==> src/rtl/vfpu_operand_feeder.sv <==
`default_nettype none
// ============================================================================
//  Module   : vfpu_operand_feeder
//  Purpose  : Buffers two independent operand streams, pairs them in arrival
//             order and presents each pair to the vector FPU, bounded by a
//             per-job length counter with a one-cycle completion pulse.
//  Revision : 1.0 - initial release
// ============================================================================

// ----------------------------------------------------------------------------
//  vfpu_operand_fifo : first-word fall-through FIFO with reset storage.
//  The full/empty flags are decoded from the occupancy register only, so they
//  never depend combinationally on the same-cycle push or pop.
// ----------------------------------------------------------------------------
module vfpu_operand_fifo #(
  parameter int DATA_WIDTH = 32,
  parameter int FIFO_DEPTH = 4
) (
  input  logic                  clk_i,
  input  logic                  rst_i,
  input  logic                  push,
  input  logic [DATA_WIDTH-1:0] push_data,
  input  logic                  pop,
  output logic [DATA_WIDTH-1:0] head,
  output logic                  empty,
  output logic                  full
);

  localparam int PTR_W = (FIFO_DEPTH > 1) ? $clog2(FIFO_DEPTH) : 1;
  localparam int OCC_W = PTR_W + 1;

  logic [DATA_WIDTH-1:0] mem [FIFO_DEPTH];
  logic [PTR_W-1:0]      wr_ptr;
  logic [PTR_W-1:0]      rd_ptr;
  logic [OCC_W-1:0]      occ;

  // Storage, pointers and occupancy; pointers wrap naturally (power-of-two depth).
  always_ff @(posedge clk_i or posedge rst_i) begin
    if (rst_i) begin
      for (int i = 0; i < FIFO_DEPTH; i++) begin
        mem[i] <= '0;
      end
      wr_ptr <= '0;
      rd_ptr <= '0;
      occ    <= '0;
    end else begin
      if (push) begin
        mem[wr_ptr] <= push_data;
        wr_ptr      <= wr_ptr + 1'b1;
      end
      if (pop) begin
        rd_ptr <= rd_ptr + 1'b1;
      end
      case ({push, pop})
        2'b10:   occ <= occ + 1'b1;
        2'b01:   occ <= occ - 1'b1;
        default: occ <= occ;
      endcase
    end
  end

  assign head  = mem[rd_ptr];
  assign empty = (occ == '0);
  assign full  = (occ == OCC_W'(FIFO_DEPTH));

endmodule

// ----------------------------------------------------------------------------
//  vfpu_operand_feeder : top level.
// ----------------------------------------------------------------------------
module vfpu_operand_feeder #(
  parameter int DATA_WIDTH = 32,
  parameter int FIFO_DEPTH = 4,
  parameter int CNT_WIDTH  = 16
) (
  input  logic                  clk_i,
  input  logic                  rst_i,
  input  logic                  start_i,
  input  logic [CNT_WIDTH-1:0]  len_i,
  input  logic [DATA_WIDTH-1:0] a_data_i,
  input  logic                  a_valid_i,
  output logic                  a_ready_o,
  input  logic [DATA_WIDTH-1:0] b_data_i,
  input  logic                  b_valid_i,
  output logic                  b_ready_o,
  output logic [DATA_WIDTH-1:0] operandA_o,
  output logic [DATA_WIDTH-1:0] operandB_o,
  output logic                  operands_valid_o,
  input  logic                  vfpu_ready_i,
  output logic                  busy_o,
  output logic                  done_o,
  output logic [CNT_WIDTH-1:0]  issued_cnt_o
);

  typedef enum logic [1:0] {
    ST_IDLE = 2'd0,
    ST_RUN  = 2'd1,
    ST_DONE = 2'd2
  } state_t;

  state_t               state;
  state_t               state_next;

  logic [CNT_WIDTH-1:0] job_len;
  logic [CNT_WIDTH-1:0] acc_a_cnt;
  logic [CNT_WIDTH-1:0] acc_b_cnt;
  logic [CNT_WIDTH-1:0] issued_cnt;

  logic                 running;
  logic                 start_accept;
  logic                 a_push;
  logic                 b_push;
  logic                 issue;
  logic                 last_issue;

  logic                 a_empty;
  logic                 a_full;
  logic                 b_empty;
  logic                 b_full;
  logic [DATA_WIDTH-1:0] a_head;
  logic [DATA_WIDTH-1:0] b_head;

  assign running      = (state == ST_RUN);
  assign start_accept = (state == ST_IDLE) && start_i;

  // Acceptance is capped at the job length so both FIFOs drain completely by job end.
  assign a_ready_o = running && !a_full && (acc_a_cnt < job_len);
  assign b_ready_o = running && !b_full && (acc_b_cnt < job_len);
  assign a_push    = a_valid_i && a_ready_o;
  assign b_push    = b_valid_i && b_ready_o;

  assign operands_valid_o = running && !a_empty && !b_empty;
  assign issue            = operands_valid_o && vfpu_ready_i;
  assign last_issue       = issue && ((issued_cnt + 1'b1) == job_len);

  assign operandA_o   = a_head;
  assign operandB_o   = b_head;
  assign busy_o       = running;
  assign done_o       = (state == ST_DONE);
  assign issued_cnt_o = issued_cnt;

  vfpu_operand_fifo #(
    .DATA_WIDTH (DATA_WIDTH),
    .FIFO_DEPTH (FIFO_DEPTH)
  ) u_fifo_a (
    .clk_i     (clk_i),
    .rst_i     (rst_i),
    .push      (a_push),
    .push_data (a_data_i),
    .pop       (issue),
    .head      (a_head),
    .empty     (a_empty),
    .full      (a_full)
  );

  vfpu_operand_fifo #(
    .DATA_WIDTH (DATA_WIDTH),
    .FIFO_DEPTH (FIFO_DEPTH)
  ) u_fifo_b (
    .clk_i     (clk_i),
    .rst_i     (rst_i),
    .push      (b_push),
    .push_data (b_data_i),
    .pop       (issue),
    .head      (b_head),
    .empty     (b_empty),
    .full      (b_full)
  );

  // State register.
  always_ff @(posedge clk_i or posedge rst_i) begin
    if (rst_i) begin
      state <= ST_IDLE;
    end else begin
      state <= state_next;
    end
  end

  // Next-state decode: a zero-length job goes straight to DONE.
  always_comb begin
    state_next = state;
    case (state)
      ST_IDLE: begin
        if (start_i) begin
          state_next = (len_i == '0) ? ST_DONE : ST_RUN;
        end
      end
      ST_RUN: begin
        if (last_issue) begin
          state_next = ST_DONE;
        end
      end
      ST_DONE: begin
        state_next = ST_IDLE;
      end
      default: begin
        state_next = ST_IDLE;
      end
    endcase
  end

  // Job length latch and acceptance/issue counters; cleared by an accepted start.
  always_ff @(posedge clk_i or posedge rst_i) begin
    if (rst_i) begin
      job_len    <= '0;
      acc_a_cnt  <= '0;
      acc_b_cnt  <= '0;
      issued_cnt <= '0;
    end else if (start_accept) begin
      job_len    <= len_i;
      acc_a_cnt  <= '0;
      acc_b_cnt  <= '0;
      issued_cnt <= '0;
    end else begin
      if (a_push) begin
        acc_a_cnt <= acc_a_cnt + 1'b1;
      end
      if (b_push) begin
        acc_b_cnt <= acc_b_cnt + 1'b1;
      end
      if (issue) begin
        issued_cnt <= issued_cnt + 1'b1;
      end
    end
  end

endmodule

`default_nettype wire

==> config.mk <==
export PLATFORM = sky130hd
export DESIGN_NAME = vfpu_operand_feeder
export DESIGN_NICKNAME = d
export VERILOG_FILES = /design/src/rtl/vfpu_operand_feeder.sv
export SDC_FILE = /design/constraint.sdc
export NUM_CORES = 1
export LEC_CHECK = 0
export CAP_MARGIN = 5
export CORE_ASPECT_RATIO = 0.9
export CORE_MARGIN = 2
export CORE_UTILIZATION = 50
export CTS_CLUSTER_DIAMETER = 30
export DETAILED_ROUTE_END_ITERATION = 16
export PLACE_DENSITY = 0.72
export SLEW_MARGIN = 0
export SYNTH_ARGS = -nofsm -noshare
export SYNTH_HDL_FRONTEND = slang
export SYNTH_SLANG_ARGS = --single-unit
==> constraint.sdc <==
create_clock -name clk_i -period 13.5 [get_ports clk_i]
set_clock_uncertainty 0.2 [all_clocks]
set_input_delay 2.7 -clock clk_i [delete_from_list [all_inputs] [get_ports clk_i]]
set_output_delay 2.7 -clock clk_i [all_outputs]
set_load 0.05 [all_outputs]
# Word level (Yosys, flattened, before mapping)
# Index checks and enable logic that the tools add are counted.
# classes
n_div	0
n_reduce_logical	27
n_shift	0
magnitude_cmp	8
n_mul	0
addsub	11
mux	24
n_bitwise	4
eq_ne	11
# op_table
cell	count
$bwmux W128	2
$mux W32	6
$bmux W32 S2	2
$demux W32 S2	2
$mux W16	6
$add A16 B1 Y16 const B	3
$lt A16 B16 Y1	2
$eq A16 B16 Y1	1
$logic_not A16 Y1	1
$logic_and A1 B1 Y1	13
$ge A3 B3 Y1 const B	4
$not A2 Y3	4
$pmux W3 S2	2
$reduce_bool A2 Y1	5
$add A2 B1 Y2 const B	4
$add A3 B1 Y3 const B	2
$eq A2 B1 Y1 const B	3
$eq A2 B2 Y1 const B	3
$eq A3 B3 Y1 const B	2
$logic_not A3 Y1	2
$lt A3 B1 Y1 const B	2
$mux W2	3
$sub A3 B1 Y3 const B	2
$logic_not A1 Y1	4
5 further kinds	5
# totals
latchBits	0
ramBits	0
in_bits	86
memories	0
out_inout_bits	85
reg_bits	336
mem_bits_ro	0

# Longest topological paths before layout
# Gate-level depths: netlist (run 1).
# depth
depth_word	8
depth_mapped	14
mapped_depth_nobuf	14

# By module
# A second synthesis (run 1) with hierarchy kept.
# hier_totals
hier_cells	1210
hier_area_um2	16651.0
# by_module_without_submodules
mod	cells_each	area_each_um2	instances
vfpu_operand_fifo	346	6032.0	2
vfpu_operand_feeder	518	4586.9	1

# Least setup slack after synthesis (run 1)
# OpenSTA, ideal clock, no wires.
# synth_timing
kind	reg-to-output
startpoint	register u_fifo_b.rd_ptr[1]
endpoint	output operandB_o[22]
path_buffers	3
t_arrival_ps	2007
stages_incl_launch_ff	5
path_slack_ps	8593
path_cell_list	dfrtp_1 > clkbuf_1 > buf_1 > clkbuf_1 > mux4_2
# synth_via
elab_chain_len	4
# synth_rtl
element	line	source
start: declaration	34	logic [PTR_W-1:0] rd_ptr;
start signal: assignment	52	rd_ptr <= rd_ptr + 1'b1;
$not A2 Y3 (implied by the code)	62	assign head = mem[rd_ptr];
$bmux W32 S2	62	
$mux W32 (implied by the code) (2 in series)	62	
end: declaration	87	output logic [DATA_WIDTH-1:0] operandB_o,
# No other way between the ends. The select of a mux whose other input is x is not followed.

# Worst setup path in the final report (run 1)
# layout_timing
startpoint	register job_len[7]
endpoint	output a_ready_o
# layout_via
elab_chain_len	2
# layout_rtl
element	line	source
start: declaration	104	logic [CNT_WIDTH-1:0] job_len;
start signal: assignment	210	job_len <= len_i;
$lt A16 B16 Y1	127	assign a_ready_o = running && !a_full && (acc_a_cnt < job_len);
$logic_and A1 B1 Y1	127	
end: declaration	82	output logic a_ready_o,
# No other way between the ends.

==> results.cfg, run 1 <==
[layout]
area_growth_pct = 28.03
final_nets = 1522
final_layout_size_suffix_gt1_frac = 0.3128
antenna_cells = 0

[die]
core_area_um2 = 31880
die_h_um = 174.8
num_io_pins = 171
start_util = 0.5083
fp.dieArea_um2 = 33870
rows = 62
die_w_um = 193.8

[grt]
grt_max_degree = 107
grt_use_met1 = 0.3032
grt_use_total = 0.2221
grt_pass1_wl_mm = 60.04
grt_pass1_vias = 11250
busiest_layer = met2
overflow = 0
antenna_found_initial = 0
grt_util_met2 = 0.3576
grt_util_met3 = 0.04439

[clock_tree]
path_clk_slew_ns = 0.05
root_buffer = clkbuf_16
cts_buffers = 73
cts-resized-gates = 0
clock_sinks = 336
cts_setup_buffers = 0
clockBufferDepth = 3
cts_tree = yes
cts_hold_buf = 0
clk_latency_ns = 0.56
cts_max_level = 3

[yosys]
yosys_warnings = 0
synth_edf_count = 0
synth_async_sr_flop_share = 1.000
synth-main-ff-cell = dfrtp_1
synthCells = 1199
synth_area_um2 = 16210
synth_commonest_cells = dfrtp_1, mux2_2, nand2_1
synth_cell_types = 56
ys_seq_area_frac = 0.5188
avgSynthCellArea_um2 = 13.52
yosys.area.top_type_share = 0.5188
syn_nets = 1330
ys_seq_elements = 336
synth_top_area_cell = dfrtp_1
synth_most_common_cell = dfrtp_1
yosys-top-cells-area = dfrtp_1, mux2_2, mux4_2, ha_1, o21ai_0

[route]
dr.pass1.iters = 5
vias_per_cell = 5.759
ant_nets = 0
vias = 10720
drc = 0
drt-initial-drc-count = 669
wl_per_cell_um = 19.93
finalWirelength_mm = 37.08

[timing]
tightest_slew_ns = 1.051
fin_crit_sh = 0.4971
slew_headroom = 0.2985
hold_viol = 0
setup_tns_ns = 0
drv_slew = 0
rsz0062_at_grt = no
fmax_mhz = 149.0
worst_slack_ns = 6.789
period_needed_ns = 6.711
setup_viol_count_final = 0

[hold_path]
worstHoldStart = u_fifo_a.rd_ptr[1]
min_path_cells = 1
min_path_type = reg2reg
holdPathEnd = u_fifo_a.rd_ptr[1]

[setup_path]
timing.rr.end = u_fifo_b.mem[0]
r2r_cells = 8
crit_fanout = 11
crit_path_start_kind = flop
arrival_ns = 3.81
r2r_setup_slack_ns = 9.49
critPathKind = reg2out
worstSetupEndpointType = primary output
rr_startpoint = acc_b_cnt[13]
crit_required_ns = 10.60

[place]
port_buffers = 170
pre_cts_slack_ns = 7.412
gp_congestion = 0.8884
dp_hpwl_mm = 23.12

[flow_run]
drv_cap = 0

[power_and_ir_drop]
irDropWorstVdd_mv = 0.2664
p_leak_nw = 8.807
power.density_nw_per_um2 = 294.7

[outcome]
status = completed
## worst max path at each step
stage	endpoint	slack (ns)	startpoint
2_1_floorplan	acc_a_cnt[0]	1.29	rst_i
3_3_place_gp	a_ready_o	7.48	job_len[7]
3_5_place_dp	a_ready_o	7.41	job_len[7]
4_1_cts	a_ready_o	6.82	job_len[7]
5_1_grt	a_ready_o	6.50	job_len[5]
6_report	a_ready_o	6.79	job_len[7]
## worst max-delay path: stages (launching register included)
cell	delay [ns]
dfrtp_1	0.40
inv_1	0.10
ha_1	0.31
a21oi_1	0.13
o21ai_0	0.18
o21ai_0	0.54
o21a_1	0.60
clkdlybuf4s50_1	0.97
## layer usage
layer	up-vias	share of wire	wire length, um
met3	83	0.050	1851
met1	5517	0.44	16340
met2	278	0.49	18020
li1	4839	-	-
met4	0	0.023	871
met5	-	0	0
## kinds of logic (layout without fill, tap and decap cells)
family / after synthesis / count (layout) / synth area share
xor+xnor: 38 / 38 / 0.02054
flops: 336 / 336 / 0.5188
mux: 332 / 332 / 0.2745
buf+inv: 99 / 345 / 0.02911
fa+ha+maj: 45 / 45 / 0.03567
simple gates: 218 / 218 / 0.07064
compound gates: 131 / 131 / 0.05080
## cell type report
class / count / area, um2
Multi-Input combinational cell: 764 / 7327
Fill cell: 2343 / 11130
Timing Repair Buffer: 179 / 1769
Clock buffer: 93 / 2023
Clock inverter: 36 / 551.8
Inverter: 37 / 146.4
Tap cell: 416 / 520.5
Sequential cell: 336 / 8412
## flip-flops by register name (all words and copies together), names as in the netlist
register / cells
job_len: 16
issued_cnt_o: 16
u_fifo_a.rd_ptr: 2
u_fifo_b.mem: 128
acc_a_cnt: 16
u_fifo_a.wr_ptr: 2
u_fifo_b.rd_ptr: 2
u_fifo_a.mem: 128
u_fifo_b.occ: 3
u_fifo_b.wr_ptr: 2
u_fifo_a.occ: 3
state: 2
acc_b_cnt: 16
## placed cells by master, fill, tap and decap left out, types with 25 or more instances in the layout
master,count
clkdlybuf4s50_1,170
nor2_1,29
inv_1,34
clkbuf_16,74
mux2_2,244
nand2_1,70
dfrtp_1,333
ha_1,43
nand3_1,25
o21ai_0,55
mux4_2,64
## report_power, final
| group | leakage (nW) | total, mW | switching (mW) | internal, mW |
|---|---|---|---|---|
| Clock | 1.26 | 1.84 | 0.554 | 1.28 |
| Sequential | 3.99 | 1.76 | 0.302 | 1.46 |
| Combinational | 3.56 | 2.52 | 1.37 | 1.15 |
| Total | 8.81 | 6.11 | 2.22 | 3.89 |
## per-stage QoR
step | hold slack (ns) | utilization | total power [mW] | cell area [um2] | cells
after detailed placement | 0.2760 | 0.5700 | 4.284 | 18170 | 1732
final | 0.2783 | 0.6508 | 6.114 | 20750 | 1861
after global routing | 0.2972 | 0.6508 | 6.389 | 20750 | 1861
after floorplan | 0.2560 | - | 3.584 | 16210 | 1199
after CTS | 0.2836 | 0.6508 | 6.172 | 20750 | 1861
after global placement | 0.2609 | 0.5700 | 4.212 | 18170 | 1732
Note: power is estimated with default switching activity, not from simulation.
==> run 2: changes to the inputs <==
clock period = 6.85 ns   (was 13.5 ns; I/O delays follow)
==> run 2 against run 1 <==
Sequential cell count is the same. Routed wire length shrank 1.2%. Worst setup slack worse by 5.3 ns. Critical path depth did not move. Non-clock buffer count decreased by 1. Critical path type unchanged. Sequential power up 96%. Critical endpoint unchanged. Die area stayed put.
==> results.cfg, run 2 (synthesis results as in run 1) <==
[timing]
hold_ws_ns = 0.2850
slew_headroom = 0.2945
period_needed_ns = 5.393
setup_viol_count_final = 0
setup_tns_ns = 0
rsz0062_at_grt = no
fmax_mhz = 185.4
drv_slew = 0
tightest_slew_ns = 1.058
fin_crit_sh = 0.7872
hold_viol = 0

[route]
finalWirelength_mm = 36.64
vias = 10680
drc = 0
vias_per_cell = 5.754
dr.pass1.iters = 5
drt-initial-drc-count = 632
ant_nets = 0
wl_per_cell_um = 19.74

[die]
fp.dieArea_um2 = 33870
rows = 62
num_io_pins = 171
die_h_um = 174.8
die_w_um = 193.8
core_area_um2 = 31880
start_util = 0.5083

[setup_path]
slowest_delay_ns = 0.98
arrival_ns = 3.82
cp_common_cell = o21ai_0
critPathKind = reg2out
cp_top_family = compound AO/OA/AOI/OAI gates
crit_required_ns = 5.28
crit_slowest_cell = clkdlybuf4s50_1
worstSetupEndpointType = primary output
worstPathCellList = inv_1 > ha_1 > a21oi_1 > o21ai_0 > o21ai_0 > o21a_1 > clkdlybuf4s50_1
crit_path_start_kind = flop
crit_fanout = 11
path_buf_inv = 2

[clock_tree]
cts-resized-gates = 0
cts_tree = yes
clk_latency_ns = 0.55
cts_buffers = 69
path_clk_slew_ns = 0.04
cts_max_level = 3
cts_hold_buf = 0
cts_setup_buffers = 0
root_buffer = clkbuf_16
clock_sinks = 336
clockBufferDepth = 3

[power_and_ir_drop]
p_leak_nw = 8.693
p_switching_mw = 4.373
p_comb_frac = 0.422
irDropWorstVdd_mv = 0.5010
power.density_nw_per_um2 = 571.2
switching_share = 0.3728
pwr-share-clk = 0.283
seqPwrFrac = 0.294
power.internal_mw = 7.356

[place]
gp_congestion = 0.8670
dp_hpwl_mm = 22.52
port_buffers = 170

[hold_path]
min_path_type = reg2reg

[layout]
final_cell_mix = dfrtp_1, mux2_2, clkdlybuf4s50_1
regArea_um2 = 8412
area_growth_pct = 26.69
utilization = 0.6440
antenna_cells = 0
mostFrequentLayoutCell = dfrtp_1
fillerInstances = 2354
final_layout_size_suffix_gt1_frac = 0.3132
final_nets = 1517
top_regs = u_fifo_a.mem: 128 flops, u_fifo_b.mem: 128 flops
multi_input_area_um2 = 7327

[grt]
grt_pass1_vias = 11330
antenna_found_initial = 0
grt_pass1_wl_mm = 60.35
overflow = 0
grt_max_degree = 180
grt_use_total = 0.2216

[flow_run]
drv_cap = 0

[outcome]
status = completed
run 2: per-stage QoR:
stage	area, um2	std cells	power (mW)	setup WS [ns]
after global routing	20530	1856	12.30	1.310
after detailed placement	18190	1731	8.436	2.099
after CTS	20530	1856	11.85	1.506
final	20530	1856	11.73	1.457
after floorplan	16210	1199	7.064	0.7894
after global placement	18190	1731	8.302	2.174
run 2: power by group through the flow:
stage / Sequential (mW) / Clock (mW) / Combinational (mW)
after floorplan: 3.24 / 0 / 3.82
after global placement: 3.40 / 0 / 4.90
after detailed placement: 3.46 / 0 / 4.98
after CTS: 3.45 / 3.38 / 5.02
after global routing: 3.57 / 3.49 / 5.23
final: 3.45 / 3.32 / 4.95
run 2: worst paths after layout:
kind | start | end | slack [ns] | cells after the start
worst max-delay path | job_len[5] | a_ready_o | 1.46 | 7
worst min-delay path | u_fifo_b.mem[29] | u_fifo_b.mem[29] | 0.29 | 1
worst max register to register | job_len[13] | u_fifo_b.mem[24] | 2.87 | 9
worst min register to register | u_fifo_b.mem[29] | u_fifo_b.mem[29] | 0.29 | 1
max in group asynchronous | rst_i | u_fifo_b.mem[24] | 4.44 | 3
min in group asynchronous | rst_i | u_fifo_a.mem[113] | 1.19 | 3
run 2: cell type report:
cell class | count | share of cell area
Inverter | 37 | 0.006947
Tap cell | 416 | 0.02535
Clock inverter | 45 | 0.02346
Timing Repair Buffer | 178 | 0.08702
Sequential cell | 336 | 0.4097
Clock buffer | 80 | 0.09068
Multi-Input combinational cell | 764 | 0.3569
run 2: metal layers:
layer / track usage / vias up / routed length [um] / share of wire
met5: 0 / - / 0 / 0
met4: 0.07347 / 0 / 937 / 0.026
met3: 0.04748 / 79 / 1867 / 0.051
met2: 0.3604 / 266 / 17530 / 0.48
met1: 0.2984 / 5501 / 16310 / 0.44
li1: - / 4834 / - / -
run 2: worst register-to-register path: cells and delay by family, from the launching register on:
| family | cells | cell delay (ns) |
|---|---|---|
| AO/OA/AOI/OAI | 4 | 1.09 |
| adder cells (fa/ha/maj) | 1 | 0.32 |
| buffers and inverters | 2 | 0.39 |
| flip-flops | 1 | 0.36 |
| multiplexers | 1 | 0.67 |
| AND/OR/NAND/NOR | 1 | 0.83 |
